===== src/rtl/apb_master_bridge_if.sv =====
// APB4 bus bundle: the bridge drives it through the master modport,
// peripherals (or a bench model) use the slave modport.
`ifndef PADDR_SIZE
`define PADDR_SIZE 32
`endif
`ifndef XLEN
`define XLEN 32
`endif

interface ApbIO #(
    parameter int ADDR_WIDTH = `PADDR_SIZE,
    parameter int DATA_WIDTH = `XLEN
);
    logic [ADDR_WIDTH-1:0]   paddr;
    logic [2:0]              pprot;
    logic                    psel;
    logic                    penable;
    logic                    pwrite;
    logic [DATA_WIDTH-1:0]   pwdata;
    logic [DATA_WIDTH/8-1:0] pstrb;
    logic                    pready;
    logic [DATA_WIDTH-1:0]   prdata;
    logic                    pslverr;

    modport master (
        output paddr, pprot, psel, penable, pwrite, pwdata, pstrb,
        input  pready, prdata, pslverr
    );

    modport slave (
        input  paddr, pprot, psel, penable, pwrite, pwdata, pstrb,
        output pready, prdata, pslverr
    );
endinterface


===== src/rtl/apb_master_bridge.sv =====
// Single-outstanding bridge from the core MMIO request/response channels to APB4,
// with a programmable ACCESS-phase timeout so a hung peripheral cannot stall the core.
`ifndef PADDR_SIZE
`define PADDR_SIZE 32
`endif
`ifndef XLEN
`define XLEN 32
`endif

module apb_master_bridge #(
    parameter int ADDR_WIDTH = `PADDR_SIZE,
    parameter int DATA_WIDTH = `XLEN,
    parameter int TIMEOUT    = 255
) (
    input  logic                    clk,
    input  logic                    rst,
    input  logic                    req_valid,
    output logic                    req_ready,
    input  logic [ADDR_WIDTH-1:0]   req_addr,
    input  logic                    req_write,
    input  logic [DATA_WIDTH-1:0]   req_wdata,
    input  logic [DATA_WIDTH/8-1:0] req_wstrb,
    input  logic [2:0]              req_prot,
    output logic                    resp_valid,
    input  logic                    resp_ready,
    output logic [DATA_WIDTH-1:0]   resp_rdata,
    output logic                    resp_err,
    ApbIO.master                    apb
);

    localparam int STRB_WIDTH = DATA_WIDTH / 8;
    localparam int CNT_WIDTH  = (TIMEOUT > 0) ? $clog2(TIMEOUT + 1) : 1;
    localparam logic [CNT_WIDTH-1:0] CNT_LIMIT = CNT_WIDTH'(TIMEOUT);

    typedef enum logic [1:0] {
        IDLE,
        SETUP,
        ACCESS,
        RESP
    } state_t;

    state_t                 state;
    logic [CNT_WIDTH-1:0]   wait_cnt;
    logic [ADDR_WIDTH-1:0]  paddr_q;
    logic [2:0]             pprot_q;
    logic                   psel_q;
    logic                   penable_q;
    logic                   pwrite_q;
    logic [DATA_WIDTH-1:0]  pwdata_q;
    logic [STRB_WIDTH-1:0]  pstrb_q;
    logic                   timeout_hit;

    // A zero TIMEOUT parameter disables the abort path entirely.
    assign timeout_hit = (TIMEOUT != 0) && (wait_cnt == CNT_LIMIT);

    always_ff @(posedge clk) begin
        if (rst) begin
            state      <= IDLE;
            req_ready  <= 1'b1;
            resp_valid <= 1'b0;
            resp_rdata <= '0;
            resp_err   <= 1'b0;
            wait_cnt   <= '0;
            paddr_q    <= '0;
            pprot_q    <= '0;
            psel_q     <= 1'b0;
            penable_q  <= 1'b0;
            pwrite_q   <= 1'b0;
            pwdata_q   <= '0;
            pstrb_q    <= '0;
        end else begin
            case (state)
                IDLE: begin
                    if (req_valid) begin
                        paddr_q   <= req_addr;
                        pprot_q   <= req_prot;
                        pwrite_q  <= req_write;
                        pwdata_q  <= req_write ? req_wdata : '0;
                        pstrb_q   <= req_write ? req_wstrb : '0;
                        psel_q    <= 1'b1;
                        req_ready <= 1'b0;
                        state     <= SETUP;
                    end
                end
                SETUP: begin
                    penable_q <= 1'b1;
                    wait_cnt  <= '0;
                    state     <= ACCESS;
                end
                ACCESS: begin
                    // pready wins over a timeout that expires in the same cycle.
                    if (apb.pready) begin
                        resp_err   <= apb.pslverr;
                        resp_rdata <= (!pwrite_q && !apb.pslverr) ? apb.prdata : '0;
                        psel_q     <= 1'b0;
                        penable_q  <= 1'b0;
                        resp_valid <= 1'b1;
                        state      <= RESP;
                    end else if (timeout_hit) begin
                        resp_err   <= 1'b1;
                        resp_rdata <= '0;
                        psel_q     <= 1'b0;
                        penable_q  <= 1'b0;
                        resp_valid <= 1'b1;
                        state      <= RESP;
                    end else begin
                        wait_cnt <= wait_cnt + 1'b1;
                    end
                end
                RESP: begin
                    if (resp_ready) begin
                        resp_valid <= 1'b0;
                        req_ready  <= 1'b1;
                        state      <= IDLE;
                    end
                end
                default: begin
                    state <= IDLE;
                end
            endcase
        end
    end

    assign apb.paddr   = paddr_q;
    assign apb.pprot   = pprot_q;
    assign apb.psel    = psel_q;
    assign apb.penable = penable_q;
    assign apb.pwrite  = pwrite_q;
    assign apb.pwdata  = pwdata_q;
    assign apb.pstrb   = pstrb_q;

endmodule


===== src/flat_wrapper.sv =====
// flat-port wrapper written by rule: the top's interface ports become plain ports
module apb_master_bridge_flat 
#(
    parameter int ADDR_WIDTH = `PADDR_SIZE,
    parameter int DATA_WIDTH = `XLEN,
    parameter int TIMEOUT    = 255
)
  (clk, rst, req_valid, req_ready, req_addr, req_write, req_wdata, req_wstrb, req_prot, resp_valid, resp_ready, resp_rdata, resp_err, apb_paddr, apb_pprot, apb_psel, apb_penable, apb_pwrite, apb_pwdata, apb_pstrb, apb_pready, apb_prdata, apb_pslverr);
  ApbIO #(.ADDR_WIDTH(ADDR_WIDTH), .DATA_WIDTH(DATA_WIDTH)) apb_i ();
  input  logic clk;
  input  logic rst;
  input  logic req_valid;
  output logic req_ready;
  input  logic [ADDR_WIDTH-1:0] req_addr;
  input  logic req_write;
  input  logic [DATA_WIDTH-1:0] req_wdata;
  input  logic [DATA_WIDTH/8-1:0] req_wstrb;
  input  logic [2:0] req_prot;
  output logic resp_valid;
  input  logic resp_ready;
  output logic [DATA_WIDTH-1:0] resp_rdata;
  output logic resp_err;
  output wire logic [$bits(apb_i.paddr)-1:0] apb_paddr;
  output wire logic [$bits(apb_i.pprot)-1:0] apb_pprot;
  output wire logic [$bits(apb_i.psel)-1:0] apb_psel;
  output wire logic [$bits(apb_i.penable)-1:0] apb_penable;
  output wire logic [$bits(apb_i.pwrite)-1:0] apb_pwrite;
  output wire logic [$bits(apb_i.pwdata)-1:0] apb_pwdata;
  output wire logic [$bits(apb_i.pstrb)-1:0] apb_pstrb;
  input wire logic [$bits(apb_i.pready)-1:0] apb_pready;
  input wire logic [$bits(apb_i.prdata)-1:0] apb_prdata;
  input wire logic [$bits(apb_i.pslverr)-1:0] apb_pslverr;
  assign apb_paddr = apb_i.paddr;
  assign apb_pprot = apb_i.pprot;
  assign apb_psel = apb_i.psel;
  assign apb_penable = apb_i.penable;
  assign apb_pwrite = apb_i.pwrite;
  assign apb_pwdata = apb_i.pwdata;
  assign apb_pstrb = apb_i.pstrb;
  assign apb_i.pready = apb_pready;
  assign apb_i.prdata = apb_prdata;
  assign apb_i.pslverr = apb_pslverr;
  apb_master_bridge #(.ADDR_WIDTH(ADDR_WIDTH), .DATA_WIDTH(DATA_WIDTH), .TIMEOUT(TIMEOUT)) u_core (.clk(clk), .rst(rst), .req_valid(req_valid), .req_ready(req_ready), .req_addr(req_addr), .req_write(req_write), .req_wdata(req_wdata), .req_wstrb(req_wstrb), .req_prot(req_prot), .resp_valid(resp_valid), .resp_ready(resp_ready), .resp_rdata(resp_rdata), .resp_err(resp_err), .apb(apb_i));
endmodule

===== config.mk =====
export PLATFORM = sky130hd
export DESIGN_NAME = apb_master_bridge_flat
export DESIGN_NICKNAME = d
export VERILOG_FILES = /design/src/rtl/apb_master_bridge_if.sv /design/src/rtl/apb_master_bridge.sv /design/src/flat_wrapper.sv
export SDC_FILE = /design/constraint.sdc
export NUM_CORES = 1
export LEC_CHECK = 0
export ABC_AREA = 1
export CELL_PAD_IN_SITES_DETAIL_PLACEMENT = 1
export CELL_PAD_IN_SITES_GLOBAL_PLACEMENT = 2
export CORE_AREA = 2 2 151 153
export CTS_CLUSTER_SIZE = 30
export DETAILED_ROUTE_END_ITERATION = 12
export DIE_AREA = 0 0 153 155
export GPL_ROUTABILITY_DRIVEN = 0
export MAX_ROUTING_LAYER = met4
export PLACE_DENSITY = 0.77
export SKIP_LAST_GASP = 1
export SYNTH_ARGS = -nofsm -noshare
export SYNTH_HDL_FRONTEND = slang
export SYNTH_SLANG_ARGS = --single-unit

===== constraint.sdc =====
create_clock -name clk -period 1.7 [get_ports clk]
set_input_delay 0.255 -clock clk [delete_from_list [all_inputs] [get_ports clk]]
set_output_delay 0.255 -clock clk [all_outputs]
set_load 0.05 [all_outputs]

==> results.yml, run 1 <==
worst_setup_path:
  start_kind: "flop"
  startpoint: "u_core.wait_cnt[1]$_SDFFE_PP0P_"
  reg2reg_slack_ps: 210
  r2r-start: "u_core.wait_cnt[1]$_SDFFE_PP0P_"
  path_class: "flop to flop"
  cp-end-kind: "flop"
  cp_max_fo: 28
  cp_data_required_time_ps: 2000
  crit_arrival_ps: 1790
floorplan:
  die_area_um2: 23700
  die_y_um: 155
  rows: 55
  start_util_pct: 20.6
  die_x_um: 153
  fp.coreArea_um2: 22200
  num_io_pins: 219
sta:
  worst_pin_slew_ps: 417
  max_slew_margin_pct: 72.2
  final.period_utilization_pct: 87.6
  clock-skew-final_ps: 9.91
  hold_viol_final: 0
  fmax_ghz: 0.672
  holdWs_ps: 334
  tns_ps: 0
  rsz0062_at_grt: "no"
  slew_viol_final: 0
  setup_viol: 0
  post-route-min-period_ps: 1490
cts:
  cts-resized-gates: 0
  clockBufferDepth: 2
  insertion_delay_ps: 410
  cts_max_level: 4
  clock-sinks: 119
  clockRootBuffer: "clkbuf_16"
  numCtsBuffers: 17
  cts_tree: "done"
  path_clk_slew_ps: 60
  cts_hold_buf: 0
  post-cts-setup-buffers: 0
status:
  outcome: "finished, final reports clean"
logic_synthesis:
  synth.net_count: 732
  async_flop_share_pct: 0
  syn_area_um2: 4570
  yosys-top-cells-area: "dfxtp_1 52%, nand2_1 14%, nor2_1 9.4%"
  synth-warning-count: 0
  ys_ff_latch: 119
  seq_area_frac_synth_pct: 52.1
  synth-edff-count: 0
  synth_top_area_cell: "dfxtp_1"
  ys_types: 30
  synth_cells: 618
  avgSynthCellArea_um2: 7.40
  synth_ff_type: "dfxtp_1"
  synth_top_area_share_pct: 52.1
min_path:
  hold_start: "rst"
  min_path_type: "primary input to flop"
placed_design:
  numPortBuffers: 218
  dp_hpwl_mm: 11.1
drt:
  vias: 4688
  wl_per_cell_um: 13.9
  drtIter0Drc: 164
  met2_length_mm: 6.93
  wirelength_mm: 15.8
  dr.pass1.iters: 4
  met3WireLength_mm: 1.30
  drc_errors: 0
  viasPerCell: 4.11
  m1WireLength_mm: 7.42
  ant_nets: 0
  highest_layer: "met4"
run:
  drv_cap: 0
grt:
  grt_pass1_vias: 4841
  grt_max_degree: 64
  grt_pass1_wl_mm: 25.5
  grt_antenna_before_repair: 1
  track_usage_pct: 13.9
  overflow: 0
cells_and_area:
  layout_commonest_cell: "nand2_1"
  drive_gt1_share_pct: 21.0
  nNetsFinal: 955
  area_growth_pct: 66.4
  layout_common_cells: "163 x nand2_1, 123 x buf_4, 118 x dfxtp_1"
power:
  power_mw: 10.1
  ir_worst_vdd_v: 0.000546
  pwr_density_cell_nw_per_um2: 1320
  p_leak_nw: 3.21
==> per-layer routing <==
layer,vias up,track usage (%)
li1,2406,-
met1,2113,17.3
met2,155,20.7
met3,14,5.46
met4,0,4.37
met5,-,-
==> layout make-up <==
type | count | area, um^2
inverters | 36 | 135
clock inverters | 11 | 219
clock buffers | 21 | 470
repair buffers | 239 | 2150
fillers | 2669 | 14600
flip-flops and latches | 119 | 2380
diodes | 1 | 2.50
multi-input cells | 428 | 1890
well taps | 285 | 357
==> report_power, final <==
group | leakage (nW) | switching (mW) | internal [mW]
clock network | 0.333 | 1.35 | 2.87
logic | 1.90 | 1.70 | 0.910
registers | 0.973 | 0.162 | 3.07
total | 3.21 | 3.22 | 6.86
==> state kept, by name, indices dropped and copies added, names as in the netlist <==
register            flops
u_core.apb.pwrite       1
u_core.apb.psel         1
u_core.req_ready        1
u_core.apb.pstrb        4
u_core.apb.penable      1
u_core.state            2
u_core.apb.pwdata      32
u_core.resp_valid       1
u_core.wait_cnt         8
u_core.resp_err         1
u_core.apb.pprot        3
u_core.resp_rdata      32
u_core.apb.paddr       32
==> path summary, 6_finish.rpt <==
kind | to | cells after the start
hold / removal | u_core.resp_valid$_SDFFE_PP0P_ | 3
hold reg to reg | u_core.resp_rdata[16]$_SDFFE_PP0P_ | 2
setup / recovery | u_core.resp_rdata[3]$_SDFFE_PP0P_ | 9
setup reg to reg | u_core.resp_rdata[3]$_SDFFE_PP0P_ | 9
==> Yosys cell counts, types with 2 or more instances <==
cell type and count:
a21oi_1 64, buf_2 7, buf_6 2, clkbuf_1 23, dfxtp_1 119, ha_1 4
inv_1 33, inv_2 2, nand2_1 165, nand2_2 3, nand3_1 5, nand3b_1 2
nand4_1 7, nor2_1 115, nor2_4 2, o21ai_0 47, o21ai_1 5
==> worst max-delay path, cell delays in order, from the launching register on <==
cell and delay, ps:
dfxtp_2 350, ha_2 190, nand2_2 110, nor2_4 150, nand3_4 110, nand2_4 90
buf_12 170, o21ai_0 100, nand2_1 60, nor2_1 40
==> cells by family after synthesis <==
family / synth area share (%)
compound gates: 13.3
fa+ha+maj: 1.09
buf+inv: 6.67
flops: 52.1
simple gates: 26.8
==> stage by stage <==
stage	instance area [um^2]	utilization, %	cells	worst slack [ps]
after floorplan	4570	-	618	233
after global placement	6910	31.1	1107	87.9
after detailed placement	6910	31.1	1107	61.3
after CTS	7600	34.2	1139	125
after global routing	7610	34.2	1140	27.1
final	7610	34.2	1140	211
(Power assumes the default switching activity.)
==> run 2, diff against run 1 <==
- CAP_MARGIN: unset -> 20
==> results of run 2 <==
Final layout, timing and power as in run 1 (identical DEF).
